[src/rtl/pc_fetch_ctrl.sv]
// pc_fetch_ctrl: program counter and fetch sequencer with a small return-address stack.
// Ports:
//   clk, reset_n                 clock, asynchronous active-low reset
//   start                        pulse: (re)start the program at START_ADDR from IDLE/DONE
//   halt, stall                  decoded halt at current PC, freeze PC/stack this cycle
//   jump_en, call_en, ret_en     control-flow requests (priority ret > call > jump)
//   jump_addr                    target from the jump lookup table, valid with the enable
//   prog_ctr                     registered fetch address
//   fetch_valid                  prog_ctr is a live fetch address (RUN state)
//   done                         program finished (DONE state)
//   stack_err                    sticky overflow/underflow flag, cleared by start or reset
module pc_fetch_ctrl #(
  parameter int unsigned           PC_W        = 8,
  parameter logic [PC_W-1:0]       START_ADDR  = '0,
  parameter int unsigned           STACK_DEPTH = 4
) (
  input  logic            clk,
  input  logic            reset_n,
  input  logic            start,
  input  logic            halt,
  input  logic            stall,
  input  logic            jump_en,
  input  logic            call_en,
  input  logic            ret_en,
  input  logic [PC_W-1:0] jump_addr,
  output logic [PC_W-1:0] prog_ctr,
  output logic            fetch_valid,
  output logic            done,
  output logic            stack_err
);

  // Index width for the stack array; the pointer carries one extra bit so "full" fits.
  localparam int unsigned AW   = $clog2(STACK_DEPTH);
  localparam int unsigned SP_W = AW + 1;

  typedef enum logic [1:0] {
    ST_IDLE = 2'd0,
    ST_RUN  = 2'd1,
    ST_DONE = 2'd2
  } state_t;

  state_t            state_q, state_d;
  logic [PC_W-1:0]   pc_d;
  logic [SP_W-1:0]   sp_q, sp_d;
  logic              err_d;
  logic              push_en;
  logic [PC_W-1:0]   push_data;
  logic [PC_W-1:0]   pc_inc;
  logic [AW-1:0]     wr_idx;
  logic [AW-1:0]     rd_idx;
  logic              sp_empty;
  logic              sp_full;

  logic [PC_W-1:0]   stack_q [STACK_DEPTH];

  assign pc_inc   = prog_ctr + PC_W'(1);
  assign wr_idx   = sp_q[AW-1:0];
  assign rd_idx   = AW'(sp_q - SP_W'(1));
  assign sp_empty = (sp_q == '0);
  assign sp_full  = (sp_q == SP_W'(STACK_DEPTH));

  // State, PC, pointer and registered status outputs.
  always_ff @(posedge clk or negedge reset_n) begin
    if (!reset_n) begin
      state_q     <= ST_IDLE;
      prog_ctr    <= START_ADDR;
      sp_q        <= '0;
      stack_err   <= 1'b0;
      fetch_valid <= 1'b0;
      done        <= 1'b0;
    end else begin
      state_q     <= state_d;
      prog_ctr    <= pc_d;
      sp_q        <= sp_d;
      stack_err   <= err_d;
      fetch_valid <= (state_d == ST_RUN);
      done        <= (state_d == ST_DONE);
    end
  end

  // Stack storage; contents need no reset because the pointer gates every read.
  always_ff @(posedge clk) begin
    if (push_en) begin
      stack_q[wr_idx] <= push_data;
    end
  end

  // Next-state and datapath control.
  always_comb begin
    state_d   = state_q;
    pc_d      = prog_ctr;
    sp_d      = sp_q;
    err_d     = stack_err;
    push_en   = 1'b0;
    push_data = pc_inc;

    unique case (state_q)
      ST_IDLE, ST_DONE: begin
        // Start reinitialises from either idle state; everything else is ignored.
        if (start) begin
          state_d = ST_RUN;
          pc_d    = START_ADDR;
          sp_d    = '0;
          err_d   = 1'b0;
        end
      end

      ST_RUN: begin
        if (halt) begin
          state_d = ST_DONE;
        end else if (stall) begin
          // Hold PC and stack.
        end else if (ret_en) begin
          if (sp_empty) begin
            err_d   = 1'b1;
            state_d = ST_DONE;
          end else begin
            pc_d = stack_q[rd_idx];
            sp_d = sp_q - SP_W'(1);
          end
        end else if (call_en) begin
          if (sp_full) begin
            err_d   = 1'b1;
            state_d = ST_DONE;
          end else begin
            push_en = 1'b1;
            sp_d    = sp_q + SP_W'(1);
            pc_d    = jump_addr;
          end
        end else if (jump_en) begin
          pc_d = jump_addr;
        end else begin
          pc_d = pc_inc;
        end
      end

      default: begin
        state_d = ST_IDLE;
      end
    endcase
  end

endmodule

[config.mk]
export PLATFORM = sky130hd
export DESIGN_NAME = pc_fetch_ctrl
export DESIGN_NICKNAME = d
export VERILOG_FILES = /design/src/rtl/pc_fetch_ctrl.sv
export SDC_FILE = /design/constraint.sdc
export NUM_CORES = 1
export LEC_CHECK = 0
export ABC_AREA = 1
export BUFFER_PORTS_ARGS = -buffer_cell sky130_fd_sc_hd__buf_4
export CORE_UTILIZATION = 58
export DETAILED_ROUTE_END_ITERATION = 16
export PLACE_DENSITY = 0.77
export SYNTH_ARGS = -nofsm -noshare
export SYNTH_HDL_FRONTEND = slang
export SYNTH_SLANG_ARGS = --single-unit
[constraint.sdc]
create_clock -name clk -period 2.4 [get_ports clk]
set_input_delay 0.12 -clock clk [delete_from_list [all_inputs] [get_ports clk]]
set_output_delay 0.12 -clock clk [all_outputs]
set_load 0.05 [all_outputs]
After elaboration in Yosys (flattened, before gate mapping)
Memories as Yosys holds them, arrays and structs flattened.
Cells that the tools add are included.
{"block": "word_totals", "regBits": 16, "latchBits": 0, "ram_bits": 32, "rom_bits": 0, "input_bits": 16, "out_inout_bits": 11, "n_memories": 1}
{"block": "classes", "addsub": 3, "mul": 0, "div_mod_pow": 0, "n_lt_le_gt_ge": 0, "n_eq_ne": 14, "shifts": 0, "n_mux": 41, "bitwise": 0, "reduce_logical": 7}
{"name": "stack_q", "words": 4, "word_bits": 8, "rd": 1, "rd_ports_with_merged_regs": 0, "write_ports": 1, "line_no": "54", "source": "logic [PC_W-1:0] stack_q [STACK_DEPTH];"}
{"cell": "$mux 8", "n": 8}
{"cell": "$mux 3", "n": 7}
{"cell": "$pmux 8 s2", "n": 1}
{"cell": "$mux 1", "n": 15}
{"cell": "$ne 3x3->1 const B", "n": 5}
{"cell": "$mux 2", "n": 7}
{"cell": "$reduce_and 7->1", "n": 2}
{"cell": "$add 8x1->8 const B", "n": 1}
{"cell": "$ne 2x2->1 const B", "n": 3}
{"cell": "$pmux 3 s2", "n": 1}
{"cell": "$reduce_and 6->1", "n": 1}
{"cell": "$eq 2x1->1 const B", "n": 2}
{"cell": "$eq 2x2->1 const B", "n": 2}
{"cell": "$ne 4x4->1 const B", "n": 1}
{"cell": "$pmux 2 s2", "n": 1}
{"cell": "$add 3x1->3 const B", "n": 1}
{"cell": "$eq 3x3->1 const B", "n": 1}
{"cell": "$logic_not 3->1", "n": 1}
{"cell": "$sub 3x1->3 const B", "n": 1}
{"cell": "$logic_not 2->1", "n": 1}
{"cell": "$pmux 1 s2", "n": 1}
{"cell": "$reduce_bool 2->1", "n": 1}
{"cell": "$reduce_or 2->1", "n": 1}

Longest topological paths before layout
{"block": "logic_depth", "depth_word": 9, "depth_mapped": 12}

Least setup slack after synthesis
Ideal clock, no wire load.
{"block": "synth_timing", "kind": "reg-to-reg", "from": "reg sp_q[0]", "to": "mem stack_q[1][0], enable pin", "setup_ps": 371, "arrival_ps": 1628, "slack_ps": 402, "path_stages_with_launch": 8, "cell_sequence": "dfrtp_1 > buf_2 > inv_2 > buf_4 > ha_1 > nand2_1 > nand4_1 > nor2_1"}
{"block": "synth_between", "elab_chain_cells": 9}
{"element": "start: declaration", "line_no": "44", "source": "logic [SP_W-1:0] sp_q, sp_d;"}
{"element": "start signal: assignment", "line_no": "74", "source": "sp_q <= sp_d;"}
{"element": "$eq 3x3->1", "line_no": "60", "source": "assign sp_full = (sp_q == SP_W'(STACK_DEPTH));"}
{"element": "$mux 1", "line_no": "122", "source": "if (sp_full) begin"}
{"element": "$mux 1", "line_no": "121", "source": "end else if (call_en) begin"}
{"element": "$mux 1", "line_no": "113", "source": "end else if (ret_en) begin"}
{"element": "$mux 1", "line_no": "111", "source": "end else if (stall) begin"}
{"element": "$mux 1", "line_no": "109", "source": "if (halt) begin"}
{"element": "$mux 1", "line_no": "97", "source": "unique case (state_q)"}
{"element": "$mux 1", "line_no": "83", "source": "if (push_en) begin"}
{"element": "$mux 1 (not written as such)", "line_no": "84", "source": "stack_q[wr_idx] <= push_data;"}
{"element": "end: declaration", "line_no": "54"}
Several ways; a longest one is shown, not always the timed one.

Worst setup path in the final report
{"block": "layout_timing", "from": "reg sp_q[1]", "to": "reg prog_ctr[7]"}
{"block": "layout_between", "elab_chain_cells": 7, "elab_cells_between_ends": 12}
{"element": "$sub 3x1->3"}
{"element": "$mem_v2 4x8"}
{"element": "$mux 8", "line_no": "114", "source": "if (sp_empty) begin"}
{"element": "$mux 8", "line_no": "113"}
{"element": "$mux 8", "line_no": "111"}
{"element": "$mux 8", "line_no": "109"}
{"element": "$pmux 8 s2", "line_no": "97"}
{"element": "end signal: assignment", "line_no": "73", "source": "prog_ctr <= pc_d;"}
{"element": "end: declaration", "line_no": "26", "source": "output logic [PC_W-1:0] prog_ctr,"}
Several ways; a longest one is shown, not always the timed one. The select of a mux whose other input is x is not followed.
A chain may end at the register's enable or synchronous reset.

==> reports/qor.yml <==
vias_per_cell: 5.43
die_w_um: 67.6
gp_congestion: 0.932
maxSlewViolCount: 0
ioPinCount: 27
io_buffers: 26
fin_crit_sh_pct: 78.0
yosysUniqueCellTypes: 26
track_usage_pct: 27.0
root_buffer: "clkbuf_8"
cts.sinks: 48
nets: 347
total_power_mw: 3.17
vias: 2042
ys.warnings.count: 0
cts_tree: "done"
max_slew.worst_pin.slew_ns: 0.397
clock_latency_ns: 0.30
setup_viol: 0
p_sw_share_pct: 43.5
rsz0062_at_grt: "false"
hold_class: "primary input to flip-flop"
r2r_cells: 10
ctsResizeCount: 0
drive_gt1_share_pct: 16.6
drtIter0Drc: 175
p_int_mw: 1.79
synthAdderAreaFrac_pct: 3.01
p_seq_share_pct: 36.3
crit_required_ns: 2.64
finalWorstSetupSlack_ns: 0.527
synthesis.nets: 314
fin_hold_ws_ns: 0.108
routed_wl_um: 5440
fillers: 332
firstDrtPassIters: 4
finalCriticalPeriod_ns: 1.87
relSlewSlack_pct: 73.5
power.combinational.fraction_pct: 45.5
syn_area_per_cell_um2: 8.54
crit_type: "flip-flop to flip-flop"
hold_buffers: 1
cts_setup_buffers: 0
layout_common_cells: "nand2_1 (98), nand3_1 (33), buf_4 (33)"
path_clk_slew_ns: 0.09
antenna_cells: 0
routedWlPerCell_um: 14.5
critical_path.endpoint_type: "flip-flop"
cts_buffers: 5
max_freq_mhz: 534
dieArea_mm2: 0.00457
grt.overflow.total: 0
register_area_mm2: 0.00136
grt_pass1_vias: 1863
seq_area_frac_synth_pct: 54.6
fp-row-count: 23
antenna_found_initial: 0
power.density_mw_per_mm2: 1110
htreeDepth: 2
synthMuxAreaShare_pct: 0
synth_cells: 292
status: "completed"
worst-r2r-setup-slack_ns: 0.53
power.leakage_nw: 1.32
crit_path_max_fanout: 11
synthXorXnorAreaFrac_pct: 0.351
switchingPower_mw: 1.38
setup_tns_ns: 0
die_y_um: 67.6
final_common_cell: "nand2_1"
synth_top_family_by_area: "simple AND/OR/NAND/NOR gates"
place_hpwl_um: 3830
pwr-share-clk_pct: 18.2
synth_compound_area_share_pct: 5.12
grt_pass1_wl_um: 8730
finish.utilization_pct: 70.8
skew_ns: 0.00927
min_path_cells: 3
grt_max_degree: 21
synth-seq-cells: 48
drcViolationCount: 0
synth-simple-area-share_pct: 30.9
ant_nets: 0
syn2layout_area_growth_pct: 15.2
ir_drop_uv: 529
cp-start-kind: "flip-flop"
maxCapViolCount: 0
core_mm2: 0.00406
multi_input_area_um2: 982
crit_arrival_ns: 2.11
initial_core_util_pct: 61.5
cts_buffer_depth: 2
pre_cts_ws_ns: 0.546
finalHoldViolCount: 0
syn-cell-area_mm2: 0.00249
-- logic make-up after synthesis --
| group | after synthesis |
|---|---|
| and+or+nand+nor | 179 |
| DFF | 48 |
| buffers and inverters | 34 |
| AOI/OAI and AO/OA | 24 |
| adders and majority gates | 6 |
| xor gates and xnor gates | 1 |
-- synth_stat cells --
| cell type | instances | area (µm²) |
|---|---|---|
| inv_2 | 2 | 7.51 |
| buf_2 | 3 | 15.0 |
| nor2_1 | 30 | 113 |
| nand2_2 | 2 | 12.5 |
| o22ai_1 | 2 | 12.5 |
| nand2_1 | 98 | 368 |
| edfxtp_1 | 32 | 961 |
| nor2_2 | 4 | 25.0 |
| and2_1 | 4 | 25.0 |
| o211ai_1 | 1 | 7.51 |
| nand3_2 | 2 | 20.0 |
| nand3_1 | 33 | 165 |
| o21ai_0 | 9 | 45.0 |
| ha_1 | 6 | 75.1 |
| buf_1 | 1 | 3.75 |
| nor2_4 | 1 | 11.3 |
| buf_4 | 1 | 7.51 |
| a21oi_1 | 11 | 55.1 |
| nand4_1 | 2 | 12.5 |
| xor2_1 | 1 | 8.76 |
| clkbuf_1 | 1 | 3.75 |
| inv_1 | 24 | 90.1 |
| dfrtp_1 | 16 | 400 |
| buf_6 | 2 | 22.5 |
| o21bai_1 | 1 | 7.51 |
| or2_2 | 3 | 18.8 |
-- state kept, by name, summed over array words and instances, names as in the netlist --
register and cells:
stack_q 32, sp_q 3, stack_err 1, fetch_valid 1
done 1, state_q 2, prog_ctr 8
-- path summary, 6_finish.rpt --
check                         endpoint  startpoint
min reg2reg                  stack_err   stack_err
min in group asynchronous      sp_q[2]     reset_n
min                        fetch_valid       stall
max                        prog_ctr[7]     sp_q[1]
max reg2reg                prog_ctr[7]     sp_q[1]
max in group asynchronous  prog_ctr[3]     reset_n
-- metal layers --
metal,vias to the layer above,GRT usage [%],part of all wire (%)
met5,-,0,0
li1,1015,-,-
met2,52,43.7,49
met1,965,35.2,45
met3,10,5.41,4.4
met4,0,10.9,1.5
-- power groups by stage --
stage / logic, mW / clock network, mW / registers (mW)
floorplan: 0.861 / 0 / 1.36
global placement: 1.42 / 0 / 1.16
detailed placement: 1.43 / 0 / 1.17
CTS: 1.45 / 0.587 / 1.15
global route: 1.60 / 0.617 / 1.17
finish: 1.44 / 0.578 / 1.15
-- final cells by class --
type,instances,area share (%)
flip-flops and latches,48,47.4
inverters,26,3.40
multi-input cells,210,34.2
well taps,50,2.18
clock inverters,3,1.48
repair buffers,34,8.97
clock buffers,5,2.40
-- per-stage QoR --
step                instance area, µm²  instances
global placement                  2750        367
detailed placement                2750        367
floorplan                         2490        292
global route                      2870        376
CTS                               2870        376
finish                            2870        376
-- critical path, stage by stage, from the launching register on --
cell	delay, ns
dfrtp_1	0.42
inv_1	0.10
ha_1	0.50
inv_1	0.24
nand3_1	0.14
nand2_1	0.06
nand2_1	0.06
nand2_1	0.07
nor2_1	0.11
nand2_1	0.07
nand2_1	0.06
(Power assumes the default switching activity.)
